File: src/rtl/motion_avm_copy_master.sv
// Avalon-MM word-copy master: reads src..src+len-1 and writes them to dst.., one word at a time, ascending.
// Optional running write checksum is enabled by defining MOTION_AVM_COPY_CHECKSUM_EN.
module motion_avm_copy_master #(
   parameter int ADDR_W       = 13,
   parameter int LEN_W        = 14,
   parameter int READ_LATENCY = 1
) (
   input  logic              clk,
   input  logic              reset,
   input  logic              start,
   input  logic [ADDR_W-1:0] src_addr,
   input  logic [ADDR_W-1:0] dst_addr,
   input  logic [LEN_W-1:0]  length,
   output logic              busy,
   output logic              done,
   output logic [31:0]       checksum,
   output logic [ADDR_W-1:0] avm_address,
   output logic              avm_chipselect,
   output logic              avm_read,
   output logic              avm_write,
   output logic [3:0]        avm_byteenable,
   output logic [31:0]       avm_writedata,
   input  logic [31:0]       avm_readdata,
   input  logic              avm_waitrequest
);

   typedef enum logic [2:0] {IDLE, RD_REQ, RD_WAIT, WR_REQ, DONE} state_t;

   state_t            state;
   logic [ADDR_W-1:0] src_ptr;
   logic [ADDR_W-1:0] dst_ptr;
   logic [LEN_W-1:0]  remaining;
   logic [2:0]        lat_cnt;

   always_ff @(posedge clk) begin
      if (reset) begin
         state          <= IDLE;
         src_ptr        <= '0;
         dst_ptr        <= '0;
         remaining      <= '0;
         lat_cnt        <= '0;
         busy           <= 1'b0;
         done           <= 1'b0;
         avm_address    <= '0;
         avm_chipselect <= 1'b0;
         avm_read       <= 1'b0;
         avm_write      <= 1'b0;
         avm_byteenable <= 4'h0;
         avm_writedata  <= '0;
      end else begin
         case (state)
            IDLE: begin
               done <= 1'b0;
               if (start) begin
                  if (length != '0) begin
                     src_ptr        <= src_addr;
                     dst_ptr        <= dst_addr;
                     remaining      <= length;
                     busy           <= 1'b1;
                     avm_read       <= 1'b1;
                     avm_chipselect <= 1'b1;
                     avm_address    <= src_addr;
                     state          <= RD_REQ;
                  end else begin
                     done  <= 1'b1;
                     state <= DONE;
                  end
               end
            end
            RD_REQ: begin
               if (!avm_waitrequest) begin
                  avm_read       <= 1'b0;
                  avm_chipselect <= 1'b0;
                  avm_address    <= '0;
                  lat_cnt        <= 3'(READ_LATENCY);
                  state          <= RD_WAIT;
               end
            end
            RD_WAIT: begin
               lat_cnt <= lat_cnt - 3'd1;
               // Slave data is valid on the edge where the countdown reaches 1.
               if (lat_cnt == 3'd1) begin
                  avm_writedata  <= avm_readdata;
                  avm_write      <= 1'b1;
                  avm_chipselect <= 1'b1;
                  avm_byteenable <= 4'hF;
                  avm_address    <= dst_ptr;
                  state          <= WR_REQ;
               end
            end
            WR_REQ: begin
               if (!avm_waitrequest) begin
                  avm_write      <= 1'b0;
                  avm_byteenable <= 4'h0;
                  src_ptr        <= src_ptr + ADDR_W'(1);
                  dst_ptr        <= dst_ptr + ADDR_W'(1);
                  remaining      <= remaining - LEN_W'(1);
                  if (remaining == LEN_W'(1)) begin
                     avm_chipselect <= 1'b0;
                     avm_address    <= '0;
                     busy           <= 1'b0;
                     done           <= 1'b1;
                     state          <= DONE;
                  end else begin
                     avm_read    <= 1'b1;
                     avm_address <= src_ptr + ADDR_W'(1);
                     state       <= RD_REQ;
                  end
               end
            end
            DONE: begin
               done  <= 1'b0;
               state <= IDLE;
            end
            default: state <= IDLE;
         endcase
      end
   end

`ifdef MOTION_AVM_COPY_CHECKSUM_EN
   logic [31:0] csum;

   always_ff @(posedge clk) begin
      if (reset)
         csum <= '0;
      else if (state == IDLE && start)
         csum <= '0;
      else if (state == WR_REQ && !avm_waitrequest)
         csum <= csum + avm_writedata;
   end

   assign checksum = csum;
`else
   assign checksum = 32'h0;
`endif

endmodule
File: config.mk
export PLATFORM = sky130hd
export DESIGN_NAME = motion_avm_copy_master
export DESIGN_NICKNAME = d
export VERILOG_FILES = /design/src/rtl/motion_avm_copy_master.sv
export SDC_FILE = /design/constraint.sdc
export NUM_CORES = 1
export LEC_CHECK = 0
export BUFFER_PORTS_ARGS = -buffer_cell sky130_fd_sc_hd__buf_4
export CORE_MARGIN = 2
export CORE_UTILIZATION = 48
export CTS_BUF_LIST = sky130_fd_sc_hd__clkbuf_2 sky130_fd_sc_hd__clkbuf_4 sky130_fd_sc_hd__clkbuf_8
export CTS_CLUSTER_DIAMETER = 200
export DETAILED_ROUTE_END_ITERATION = 8
export PLACE_DENSITY = 0.88
export SYNTH_ARGS = -nofsm -noshare
export SYNTH_HDL_FRONTEND = slang
export SYNTH_SLANG_ARGS = --single-unit
File: constraint.sdc
create_clock -name clk -period 2.1 [get_ports clk]
set_input_delay 0.21 -clock clk [delete_from_list [all_inputs] [get_ports clk]]
set_output_delay 0.21 -clock clk [all_outputs]
set_load 0.03 [all_outputs]
==> flow_summary.html <==
<table>
<tr><th>Metric</th><th>Value</th></tr>
<tr><th colspan="2">Layout</th></tr>
<tr><td>Antenna diode count</td><td>0</td></tr>
<tr><td>Fraction of layout cells with a size suffix above 1</td><td>26.4%</td></tr>
<tr><td>Final cell count without fillers</td><td>952</td></tr>
<tr><td>Number of filler cells placed in the layout</td><td>approximately 950</td></tr>
<tr><td>Number of nets in the layout</td><td>889</td></tr>
<tr><td>Area of the multi-input gates</td><td>just under 0.003 sq mm</td></tr>
<tr><td>Leading cell type in the layout, fill and taps excluded</td><td>sky130_fd_sc_hd__buf_4</td></tr>
<tr><td>Final standard cell utilization of the core</td><td>approximately three fifths</td></tr>
<tr><td>Top library cells by usage in the layout, fill and taps aside</td><td>sky130_fd_sc_hd__buf_4, sky130_fd_sc_hd__nand2_1, sky130_fd_sc_hd__dfxtp_1</td></tr>
<tr><td>Area taken by flip-flops and latches</td><td>0.00192 sq mm</td></tr>
<tr><td>P&amp;R area growth vs syn</td><td>27.2%</td></tr>
<tr><th colspan="2">Pwr</th></tr>
<tr><td>Total power of the final layout</td><td>0.00458 W</td></tr>
<tr><td>Leakage power of the design</td><td>2.72 nW</td></tr>
<tr><td>Power density over cell area</td><td>approximately 690 mW/mm^2</td></tr>
<tr><td>Max rail drop VDD</td><td>roughly 0.46 mV</td></tr>
<tr><th colspan="2">STA</th></tr>
<tr><td>Final worst-path cycle share</td><td>95.2%</td></tr>
<tr><td>Worst-Margin Slew</td><td>0.745 ns</td></tr>
<tr><td>Final Max Slew Viols</td><td>0</td></tr>
<tr><td>Max Clock Skew</td><td>0.0136 ns</td></tr>
<tr><td>Total setup violations reported at the end of the flow</td><td>0</td></tr>
<tr><td>Fmax achieved</td><td>500 MHz</td></tr>
<tr><td>Final worst path period need</td><td>roughly 2.0 ns</td></tr>
<tr><td>Relative max-transition margin</td><td>50.2%</td></tr>
<tr><td>Hold violation count in the final report</td><td>0</td></tr>
<tr><td>Setup repair after global routing missed its margin</td><td>false</td></tr>
<tr><td>Setup ws final</td><td>0.102 ns</td></tr>
<tr><th colspan="2">Worst setup path</th></tr>
<tr><td>Cell count of the worst reg-to-reg path</td><td>5</td></tr>
<tr><td>Critical path launch point type</td><td>flip-flop</td></tr>
<tr><td>Data required time at the worst endpoint</td><td>2.36 ns</td></tr>
<tr><td>Capture point of the worst reg-to-reg path</td><td>state[2]</td></tr>
<tr><td>CP Class</td><td>flip-flop to flip-flop</td></tr>
<tr><td>Critical Path Sink Type</td><td>flip-flop</td></tr>
<tr><td>Arrival time of the worst setup path</td><td>2.26 ns</td></tr>
<tr><td>Critical path origin</td><td>remaining[10]</td></tr>
<tr><td>Critical Path Fanout Max</td><td>4</td></tr>
<tr><td>Worst r2r src</td><td>remaining[10]</td></tr>
<tr><td>Register-to-register setup slack</td><td>0.10 ns</td></tr>
<tr><th colspan="2">Synthesis</th></tr>
<tr><td>Fraction of the yosys area taken by sequential cells</td><td>between 30 and 40%</td></tr>
<tr><td>Unique masters post-synth</td><td>a little under 60</td></tr>
<tr><td>Count of mapped cells out of synthesis</td><td>approximately 680</td></tr>
<tr><td>Most used DFF post-synth</td><td>sky130_fd_sc_hd__dfxtp_1</td></tr>
<tr><td>Mean Syn Cell Area</td><td>7.64 sq um</td></tr>
<tr><td>Yosys warning count</td><td>0</td></tr>
<tr><td>Cell type with the largest total area after synthesis</td><td>sky130_fd_sc_hd__dfxtp_1</td></tr>
<tr><td>Post-synth EDFFs</td><td>0</td></tr>
<tr><td>Proportion of netlist area held by the largest area contributor</td><td>36.9%</td></tr>
<tr><td>Synth async-reset ratio</td><td>0%</td></tr>
<tr><td>Post-synthesis instance area</td><td>0.00520 sq mm</td></tr>
<tr><td>Leading cell types by total area after synthesis</td><td>sky130_fd_sc_hd__dfxtp_1, sky130_fd_sc_hd__nand2_1, sky130_fd_sc_hd__a21oi_1, sky130_fd_sc_hd__buf_4, sky130_fd_sc_hd__clkbuf_1</td></tr>
<tr><td>Flop and latch count out of synthesis</td><td>96</td></tr>
<tr><th colspan="2">Global routing</th></tr>
<tr><td>Number of antenna violations at the first check in global routing</td><td>0</td></tr>
<tr><td>First-pass GRT wire length</td><td>about 23000 microns</td></tr>
<tr><td>Overflow after GRT</td><td>0</td></tr>
<tr><td>Gr usage total</td><td>23.7%</td></tr>
<tr><td>Vias in the first global route</td><td>4642</td></tr>
<tr><td>Pin count of the biggest net entering global routing</td><td>94</td></tr>
<tr><th colspan="2">Route</th></tr>
<tr><td>Avg WL per Cell</td><td>14.9 microns</td></tr>
<tr><td>Number of vias in the routed layout</td><td>5333</td></tr>
<tr><td>Number of design-rule violations left by the first detailed-router iteration</td><td>451</td></tr>
<tr><td>Number of vias per cell after detailed routing</td><td>5.60</td></tr>
<tr><td>Drt drc</td><td>0</td></tr>
<tr><td>Total routed wirelength</td><td>14200 microns</td></tr>
<tr><td>DRT antenna net count</td><td>0</td></tr>
<tr><td>Pre-Repair DR Iteration Count</td><td>5</td></tr>
<tr><th colspan="2">Run</th></tr>
<tr><td>Max-cap check violation count</td><td>0</td></tr>
<tr><th colspan="2">Clock network</th></tr>
<tr><td>Clock transition time at the flip-flop clock pins of the worst setup and hold paths</td><td>0.10 ns</td></tr>
<tr><td>CTS Buffer Depth</td><td>2</td></tr>
<tr><td>Number of hold-repair buffers added at the cts stage</td><td>0</td></tr>
<tr><td>Sink Count</td><td>96</td></tr>
<tr><td>Clock latency on the worst-skew pair</td><td>0.36 ns</td></tr>
<tr><td>Total CTS buffers</td><td>9</td></tr>
<tr><td>Max H-tree Level</td><td>3</td></tr>
<tr><td>CTS tree</td><td>built</td></tr>
<tr><td>Library cell used as clock root buffer</td><td>sky130_fd_sc_hd__clkbuf_8</td></tr>
<tr><th colspan="2">Place</th></tr>
<tr><td>RD Place Congestion</td><td>0.891</td></tr>
<tr><td>Worst slack, placed</td><td>-0.0281 ns</td></tr>
<tr><td>Detailed-placement wirelength estimate</td><td>9660 microns</td></tr>
<tr><td>Input/output buffers</td><td>129</td></tr>
<tr><td>Cell count after placement</td><td>a little over 900</td></tr>
<tr><th colspan="2">Floorplanning</th></tr>
<tr><td>I/O pin count</td><td>between 150 and 200</td></tr>
<tr><td>Core ar.</td><td>0.0107 sq mm</td></tr>
<tr><td>Die outline area</td><td>0.0117 sq mm</td></tr>
<tr><td>Std cell rows</td><td>38</td></tr>
<tr><td>Overall die height</td><td>between 100 and 150 microns</td></tr>
<tr><td>Overall die width</td><td>108 microns</td></tr>
<tr><td>Effective utilization at floorplan</td><td>between 40% and 50%</td></tr>
<tr><th colspan="2">Run status</th></tr>
<tr><td>Run status</td><td>complete, no violations</td></tr>
<tr><th colspan="2">Worst hold path</th></tr>
<tr><td>Worst Hold Depth</td><td>3</td></tr>
<tr><td>Hold_sp</td><td>avm_readdata[16]</td></tr>
<tr><td>Hold Path Class</td><td>input port to flip-flop</td></tr>
<tr><td>End of the worst hold path</td><td>avm_writedata[16]</td></tr>
</table>
[cell type report]
class | count | area share (%)
sequential | 96 | 29.0
tap | 140 | 2.65
clock buffer | 10 | 1.98
timing repair buffer | 172 | 20.6
inverter | 11 | 0.623
multi-input combinational | 517 | 43.9
clock inverter | 6 | 1.15
[worst max-delay path, cell delays in order (launching register included)]
cell and delay (ns):
sky130_fd_sc_hd__dfxtp_1 0.34, sky130_fd_sc_hd__or4_1 0.59, sky130_fd_sc_hd__nor4_4 0.32, sky130_fd_sc_hd__buf_4 0.20
sky130_fd_sc_hd__nand2_1 0.10, sky130_fd_sc_hd__a2111oi_2 0.35
[sequential cells by signal, indices dropped and copies added (netlist names)]
signal and cells:
remaining 14, done 1, state 3, avm_writedata 32, avm_chipselect 1, avm_byteenable 1, dst_ptr 13, lat_cnt 3
avm_address 13, avm_read 1, src_ptr 13, busy 1
[kinds of logic (layout without fill, tap and decap cells)]
logic type                 after synthesis  after routing  share of synthesized area [%]
and+or+nand+nor                        255            256                           22.9
AOI/OAI and AO/OA                      210            210                           26.4
buffers and inverters                  100            199                           10.0
DFF                                     96             96                           36.9
xor gates and xnor gates                12             12                           2.02
adders and majority gates                6              6                           1.44
other                                    1             32                         0.0720
muxes                                    1              1                          0.216
[cells in the mapped netlist (all sizes together) (6+ instances only)]
cell    instances
dfxtp          96
nand4           7
a21oi          92
xnor2          10
nand2         124
nand3          23
a221oi         11
nor4            7
buf            44
ha              6
nor3           21
nand2b         10
o21ai          32
nor2           35
o41ai           8
inv            11
o32ai           9
clkbuf         45
a211oi          8
[power by group]
group          switching [W]  internal [W]  total [W]  leakage (nW)
clock network       0.000703      0.000586    0.00129         0.107
registers           0.000122       0.00195    0.00207         0.784
logic               0.000702      0.000520    0.00122          1.83
[worst max path at each step]
| stage | slack, ns | cells past startpoint | to |
|---|---|---|---|
| floorplan | 0.10 | 8 | avm_address[2] |
| global placement | 0.05 | 7 | avm_address[12] |
| detailed placement | -0.03 | 7 | avm_address[12] |
| CTS | 0.05 | 7 | state[2] |
| global route | 0.003 | 6 | avm_address[4] |
| finish | 0.10 | 5 | state[2] |
[per-stage QoR]
step / instance area [sq um] / hold WS (ns) / TNS, ns
final: 6620 / 0.0824 / 0
after global routing: 6620 / 0.0606 / 0
after CTS: 6620 / 0.0688 / 0
after detailed placement: 6370 / 0.448 / -0.0414
after global placement: 6370 / 0.442 / 0
after floorplan: 5320 / 0.346 / 0
[timing repair]
item | in CTS | in global routing
pin swaps | 2 | 1
gates cloned | 1 | 0
gates resized for setup | 4 | 2
buffers inserted | 2 | 0
setup endpoints to repair | 5 | 11
[layer usage]
metal | vias to the layer above | global-route usage (%) | share of wire [%]
met5 | - | 0 | 0
met4 | 0 | 6.23 | 1.3
met3 | 17 | 4.28 | 7.6
met2 | 224 | 37.9 | 48
met1 | 2469 | 32.9 | 43
li1 | 2623 | - | -
No activity file was read; power rests on OpenSTA's default activity.
